==> src/rtl/io_channel_fifo.sv <==
// Buffered multi-channel I/O port: per channel, one CPU->pin output FIFO and one pin->CPU input
// FIFO, with valid/ready handshakes on the pin side and go/gi strobes on the CPU side.
module io_channel_fifo #(
    parameter int unsigned WIDTH    = 8,
    parameter int unsigned DEPTH    = 4,
    parameter int unsigned CHANNELS = 2,
    parameter int unsigned CHW      = 1
) (
    input  logic                      clk,
    input  logic                      reset_n,
    input  logic [CHW-1:0]            chan,
    input  logic                      go,
    input  logic                      gi,
    input  logic [WIDTH-1:0]          wdata,
    output logic [WIDTH-1:0]          rdata,
    output logic                      stall,
    output logic                      err,
    output logic [CHANNELS-1:0]       o_full,
    output logic [CHANNELS-1:0]       i_empty,
    output logic [CHANNELS*WIDTH-1:0] oport_data,
    output logic [CHANNELS-1:0]       oport_valid,
    input  logic [CHANNELS-1:0]       oport_ready,
    input  logic [CHANNELS*WIDTH-1:0] iport_data,
    input  logic [CHANNELS-1:0]       iport_valid,
    output logic [CHANNELS-1:0]       iport_ready
);

    localparam int unsigned PW = $clog2(DEPTH);
    localparam int unsigned CW = PW + 1;
    localparam logic [CW-1:0] FullCnt = CW'(DEPTH);

    logic [CHANNELS-1:0]            w_hit;
    logic [CHANNELS-1:0]            w_osel;
    logic [CHANNELS-1:0]            w_isel;
    logic [CHANNELS-1:0][WIDTH-1:0] w_ihead;
    logic                           r_err;

    for (genvar k = 0; k < CHANNELS; k++) begin : g_ch
        logic [WIDTH-1:0] r_omem [DEPTH];
        logic [WIDTH-1:0] r_imem [DEPTH];
        logic [PW-1:0]    r_ord;
        logic [PW-1:0]    r_owr;
        logic [PW-1:0]    r_ird;
        logic [PW-1:0]    r_iwr;
        logic [CW-1:0]    r_ocnt;
        logic [CW-1:0]    r_icnt;
        logic             w_opush;
        logic             w_opop;
        logic             w_ipush;
        logic             w_ipop;

        // Out-of-range chan values match no channel, so they are silently ignored.
        assign w_hit[k]  = (chan == CHW'(k));
        assign w_osel[k] = go & w_hit[k];
        assign w_isel[k] = gi & w_hit[k];

        assign o_full[k]      = (r_ocnt == FullCnt);
        assign oport_valid[k] = (r_ocnt != '0);
        assign i_empty[k]     = (r_icnt == '0);
        assign iport_ready[k] = (r_icnt != FullCnt) && reset_n;

        // Eligibility uses pre-edge counts only: no bypass through a full or empty FIFO.
        assign w_opush = w_osel[k] && !o_full[k];
        assign w_opop  = oport_valid[k] && oport_ready[k];
        assign w_ipush = iport_valid[k] && iport_ready[k];
        assign w_ipop  = w_isel[k] && !i_empty[k];

        assign oport_data[k*WIDTH +: WIDTH] = r_omem[r_ord];
        assign w_ihead[k]                   = r_imem[r_ird];

        always_ff @(posedge clk) begin
            if (w_opush) r_omem[r_owr] <= wdata;
            if (w_ipush) r_imem[r_iwr] <= iport_data[k*WIDTH +: WIDTH];
        end

        always_ff @(posedge clk or negedge reset_n) begin
            if (!reset_n) begin
                r_ord  <= '0;
                r_owr  <= '0;
                r_ird  <= '0;
                r_iwr  <= '0;
                r_ocnt <= '0;
                r_icnt <= '0;
            end else begin
                if (w_opush) r_owr <= r_owr + PW'(1);
                if (w_opop)  r_ord <= r_ord + PW'(1);
                if (w_ipush) r_iwr <= r_iwr + PW'(1);
                if (w_ipop)  r_ird <= r_ird + PW'(1);
                if (w_opush && !w_opop)      r_ocnt <= r_ocnt + CW'(1);
                else if (!w_opush && w_opop) r_ocnt <= r_ocnt - CW'(1);
                if (w_ipush && !w_ipop)      r_icnt <= r_icnt + CW'(1);
                else if (!w_ipush && w_ipop) r_icnt <= r_icnt - CW'(1);
            end
        end
    end

    always_comb begin
        rdata = '0;
        for (int k = 0; k < CHANNELS; k++) begin
            if (w_hit[k] && !i_empty[k]) rdata = w_ihead[k];
        end
    end

    assign stall = (|(w_osel & o_full)) | (|(w_isel & i_empty));

    always_ff @(posedge clk or negedge reset_n) begin
        if (!reset_n) r_err <= 1'b0;
        else          r_err <= r_err | stall;
    end

    assign err = r_err;

endmodule

==> config.mk <==
export PLATFORM = sky130hd
export DESIGN_NAME = io_channel_fifo
export DESIGN_NICKNAME = d
export VERILOG_FILES = /design/src/rtl/io_channel_fifo.sv
export SDC_FILE = /design/constraint.sdc
export NUM_CORES = 1
export LEC_CHECK = 0
export ABC_AREA = 1
export BUFFER_PORTS_ARGS = -buffer_cell sky130_fd_sc_hd__buf_2
export CORE_ASPECT_RATIO = 1.2
export CORE_MARGIN = 8
export CORE_UTILIZATION = 35
export CTS_BUF_LIST = sky130_fd_sc_hd__clkbuf_2 sky130_fd_sc_hd__clkbuf_4 sky130_fd_sc_hd__clkbuf_8
export DETAILED_ROUTE_END_ITERATION = 7
export GPL_TIMING_DRIVEN = 0
export HOLD_SLACK_MARGIN = 0.12
export SLEW_MARGIN = 30
export SYNTH_ARGS = -nofsm -noshare
export SYNTH_HDL_FRONTEND = slang
export SYNTH_SLANG_ARGS = --single-unit
==> constraint.sdc <==
create_clock -name clk -period 2.1 [get_ports clk]
set_clock_uncertainty 0.15 [all_clocks]
set_input_delay 0.315 -clock clk [delete_from_list [all_inputs] [get_ports clk]]
set_output_delay 0.315 -clock clk [all_outputs]
set_load 0.05 [all_outputs]
==> summary.txt <==
Layout
  – Final nets: 852
  – Fraction of layout cells with a size suffix above 1: 31.3%
  – Final design utilization: 47.5%
  – Ant. Diodes: 0
  – Area Growth Syn to Fin: 33.4%
  – Filler cells: around 1,700

CTS
  – CTS sink cnt: 157
  – TritonCTS buffer count: 17
  – Clock Path Buffers: 2
  – H-tree Lvls: 4
  – CTS tree: yes
  – Clk Latency, worst-skew pair: between 0.4 and 0.5 ns
  – Clock Tree Root: clkbuf_8
  – Reg clk slew, reported paths: ~0.080 ns

Logic synthesis
  – Post-synthesis register bit count: about 160
  – Mean Syn Cell Area: 10.7 sq um
  – Yosys synthesis warning count: 0
  – Syn nets: 706
  – Post-Syn Area: around 7000 sq um
  – Synth cell types: 25
  – Cells after synthesis: 649
  – Register area share after synthesis: 65.6%

Power
  – Seq pwr share: between 30% and 40%
  – Peak supply drop: 1080 uV
  – P_leak: 4.01 nW
  – Switching power: 5.91 mW
  – PD cells: 1470 nW/um^2
  – Clk network pwr share: 15.0%
  – Gate power share: 53.6%
  – Sw frac: 43.3%
  – Internal power: 7.73 mW

Setup path
  – CP Cell Sequence: buf_6 -> clkinv_8 -> buf_8 -> nand2_2 -> nand3_2 -> nand2_2 -> nand2_1 -> nand2_2 -> buf_8
  – Worst setup path category: reg2out
  – Max incr delay on CP: about 0.34 ns
  – Critical path endpoint category: primary output
  – Critical Path Source Type: register
  – WP data arrival: roughly 1.7 ns
  – Critical path fanouts, max: 7
  – Critical path's slowest cell: dfrtp_1
  – WP data required: 1.63 ns
  – CP dominant cell by count: nand2_2

Global routing
  – Vias in the first global route: a little under 5,000
  – Overall fraction of global-route tracks in use: roughly an eighth
  – Initial antenna violation count: 1
  – First-pass GRT wire length: 24,200 um
  – Pin count of the biggest net entering global routing: 30
  – GRT overflow: 0

STA
  – Hold Vio Cnt, Final: 0
  – Final setup margin: -0.0720 ns
  – Worst slew margin: 38.5%
  – Minimum clock period: ~2.2 ns
  – RSZ-0062 raised after global routing: yes
  – Slew @ Worst Pin: a little over 0.9 ns
  – Hold WS: 0.140 ns
  – Tcrit/Tclk final: 103%
  – Final setup violation count: 12
  – Achievable Freq: 460 MHz
  – Fin. max-slew vios: 0

Placement
  – Gpl congestion: between 0.7 and 0.8
  – Port Buffers: 66
  – Detailed placement HPWL: 9850 um
  – Pre-CTS setup slack: -0.562 ns

Worst hold path
  – Hold Path Class: in2reg

Floorplanning
  – Die area: 24,700 sq um
  – Chip Height: 171 um
  – Initial Util: 35.7%
  – I/O Pins: between 60 and 70
  – Die width: 145 um
  – Core area: between 15,000 and 20,000 sq um
  – Row count: 56

Routing
  – # DRC: 0
  – Final ANT Viol Nets: 0
  – Initial DRC Count: 179
  – Via/cell ratio: 4.47
  – 1st-pass router iterations: 4
  – WL/cell: 14.9 um
  – Routed Wire Length: around 16,000 um
  – DR vias: about 4,800

Outcome
  – Status: complete, but fails checks
  – Violated checks: setup timing

Flow run
  – Max_cap viols: 0
## power groups by stage
stage | combinational (mW) | sequential (mW) | clock [mW]
after CTS | 6.53 | 4.24 | 2.09
after global placement | 5.17 | 4.30 | 0
final | 7.31 | 4.29 | 2.04
after detailed placement | 5.23 | 4.30 | 0
after floorplan | 3.93 | 4.22 | 0
after global routing | 7.92 | 4.35 | 2.21
## cells by family (layout without fill, tap and decap cells)
group,Yosys count,in the layout,share of synthesized area (%)
buffers and inverters,126,285,7.72
and+or+nand+nor,272,272,15.9
xor gates and xnor gates,14,14,1.76
DFF,157,157,65.6
AOI/OAI and AO/OA,56,56,4.31
adders and majority gates,24,24,4.74
## critical path: cells and delay by family (launching register included)
kind                   cells  cell delay [ns]
and+or+nand+nor            5             0.38
buffers and inverters      4             0.53
DFF                        1             0.34
## repair_timing
action                                 in CTS  in global routing
cloned                                      3                  2
buffers inserted                           22                  3
hold buffers                               31                  0
pin swaps                                  23                 26
resized for setup                         111                117
endpoints found under the hold margin     167                  0
setup endpoints to repair                  34                 44
## worst paths after layout
| path | from | end | slack (ns) | cells past startpoint |
|---|---|---|---|---|
| setup / recovery | g_ch[1].r_ird[0] | rdata[7] | -0.07 | 9 |
| hold / removal | go | g_ch[0].r_owr[0] | 0.14 | 5 |
| setup reg to reg | g_ch[0].r_icnt[1] | g_ch[0].r_icnt[2] | 0.09 | 9 |
| hold reg to reg | err | err | 0.34 | 2 |
| max in group asynchronous | reset_n | g_ch[0].r_ord[1] | 1.32 | 3 |
| min in group asynchronous | reset_n | g_ch[0].r_ird[0] | 0.29 | 3 |
## cell type report
cell class              count  area, sq um  area share [%]
plain buffers              14          165            1.78
clock buffers              20          256            2.76
clock inverters            12         98.8            1.06
inverters                 112          459            4.94
multi-input cells         366         2240            24.1
flip-flops and latches    157         4580            49.3
well taps                 261          327            3.51
repair buffers            127         1170            12.6
## state kept, by name (all words and copies together) (netlist names)
name / flops
g_ch.r_ocnt: 6
g_ch.r_ord: 4
g_ch.r_imem: 64
g_ch.r_iwr: 4
g_ch.r_omem: 64
g_ch.r_ird: 4
g_ch.r_owr: 4
g_ch.r_icnt: 6
err: 1
## cells in the final DEF (no fill, tap or decap), types with 2 or more instances in the layout
master / instances
nand2_1: 143
xor2_1: 10
inv_2: 5
edfxtp_1: 128
o22ai_2: 14
clkinv_1: 2
clkinv_2: 5
nor2_1: 32
buf_16: 2
inv_4: 2
xnor2_1: 4
buf_8: 11
a21oi_1: 2
buf_6: 31
dfrtp_1: 22
clkbuf_8: 17
nand3_1: 27
buf_4: 24
nor2_4: 11
dlygate4sd3_1: 30
dfrtp_2: 7
buf_2: 39
nand4_1: 4
nand2_2: 30
inv_8: 2
ha_1: 19
nand2_4: 4
o21ai_0: 9
clkbuf_4: 3
clkinvlp_4: 6
o21ai_1: 20
o21ai_2: 9
buf_12: 2
clkbuf_16: 2
nand3_2: 5
fa_1: 3
nand3_4: 2
nor2_2: 14
inv_1: 99
## per-stage QoR
step | power (mW) | area, sq um | setup TNS [ns] | cells
after global placement | 9.47 | 7650 | -26.94 | 976
after global routing | 14.5 | 9290 | -1.93 | 1069
after CTS | 12.9 | 8850 | -0.568 | 1064
after floorplan | 8.15 | 6990 | 0 | 649
final | 13.6 | 9290 | -0.379 | 1069
after detailed placement | 9.52 | 7650 | -29.44 | 976
## per-layer routing
metal	track usage, %	vias to the layer above	wire (um)
met2	21.0	134	7740
li1	-	2395	-
met4	5.94	2	223
met1	15.8	2232	6900
met3	4.02	19	1020
met5	0	-	13
## Yosys cell counts, drive strengths merged
cell type	count	area (sq um)
xnor2	4	35.0
buf	14	113
nand4	4	25.0
clkinv	2	7.51
xor2	10	87.6
o22ai	16	100
fa	4	80.1
nand2	177	672
inv	110	418
nor2	57	231
nand3	34	180
dfrtp	29	726
a21oi	2	10.0
o21ai	38	190
edfxtp	128	3840
ha	20	250
No activity file was read; power rests on OpenSTA's default activity.
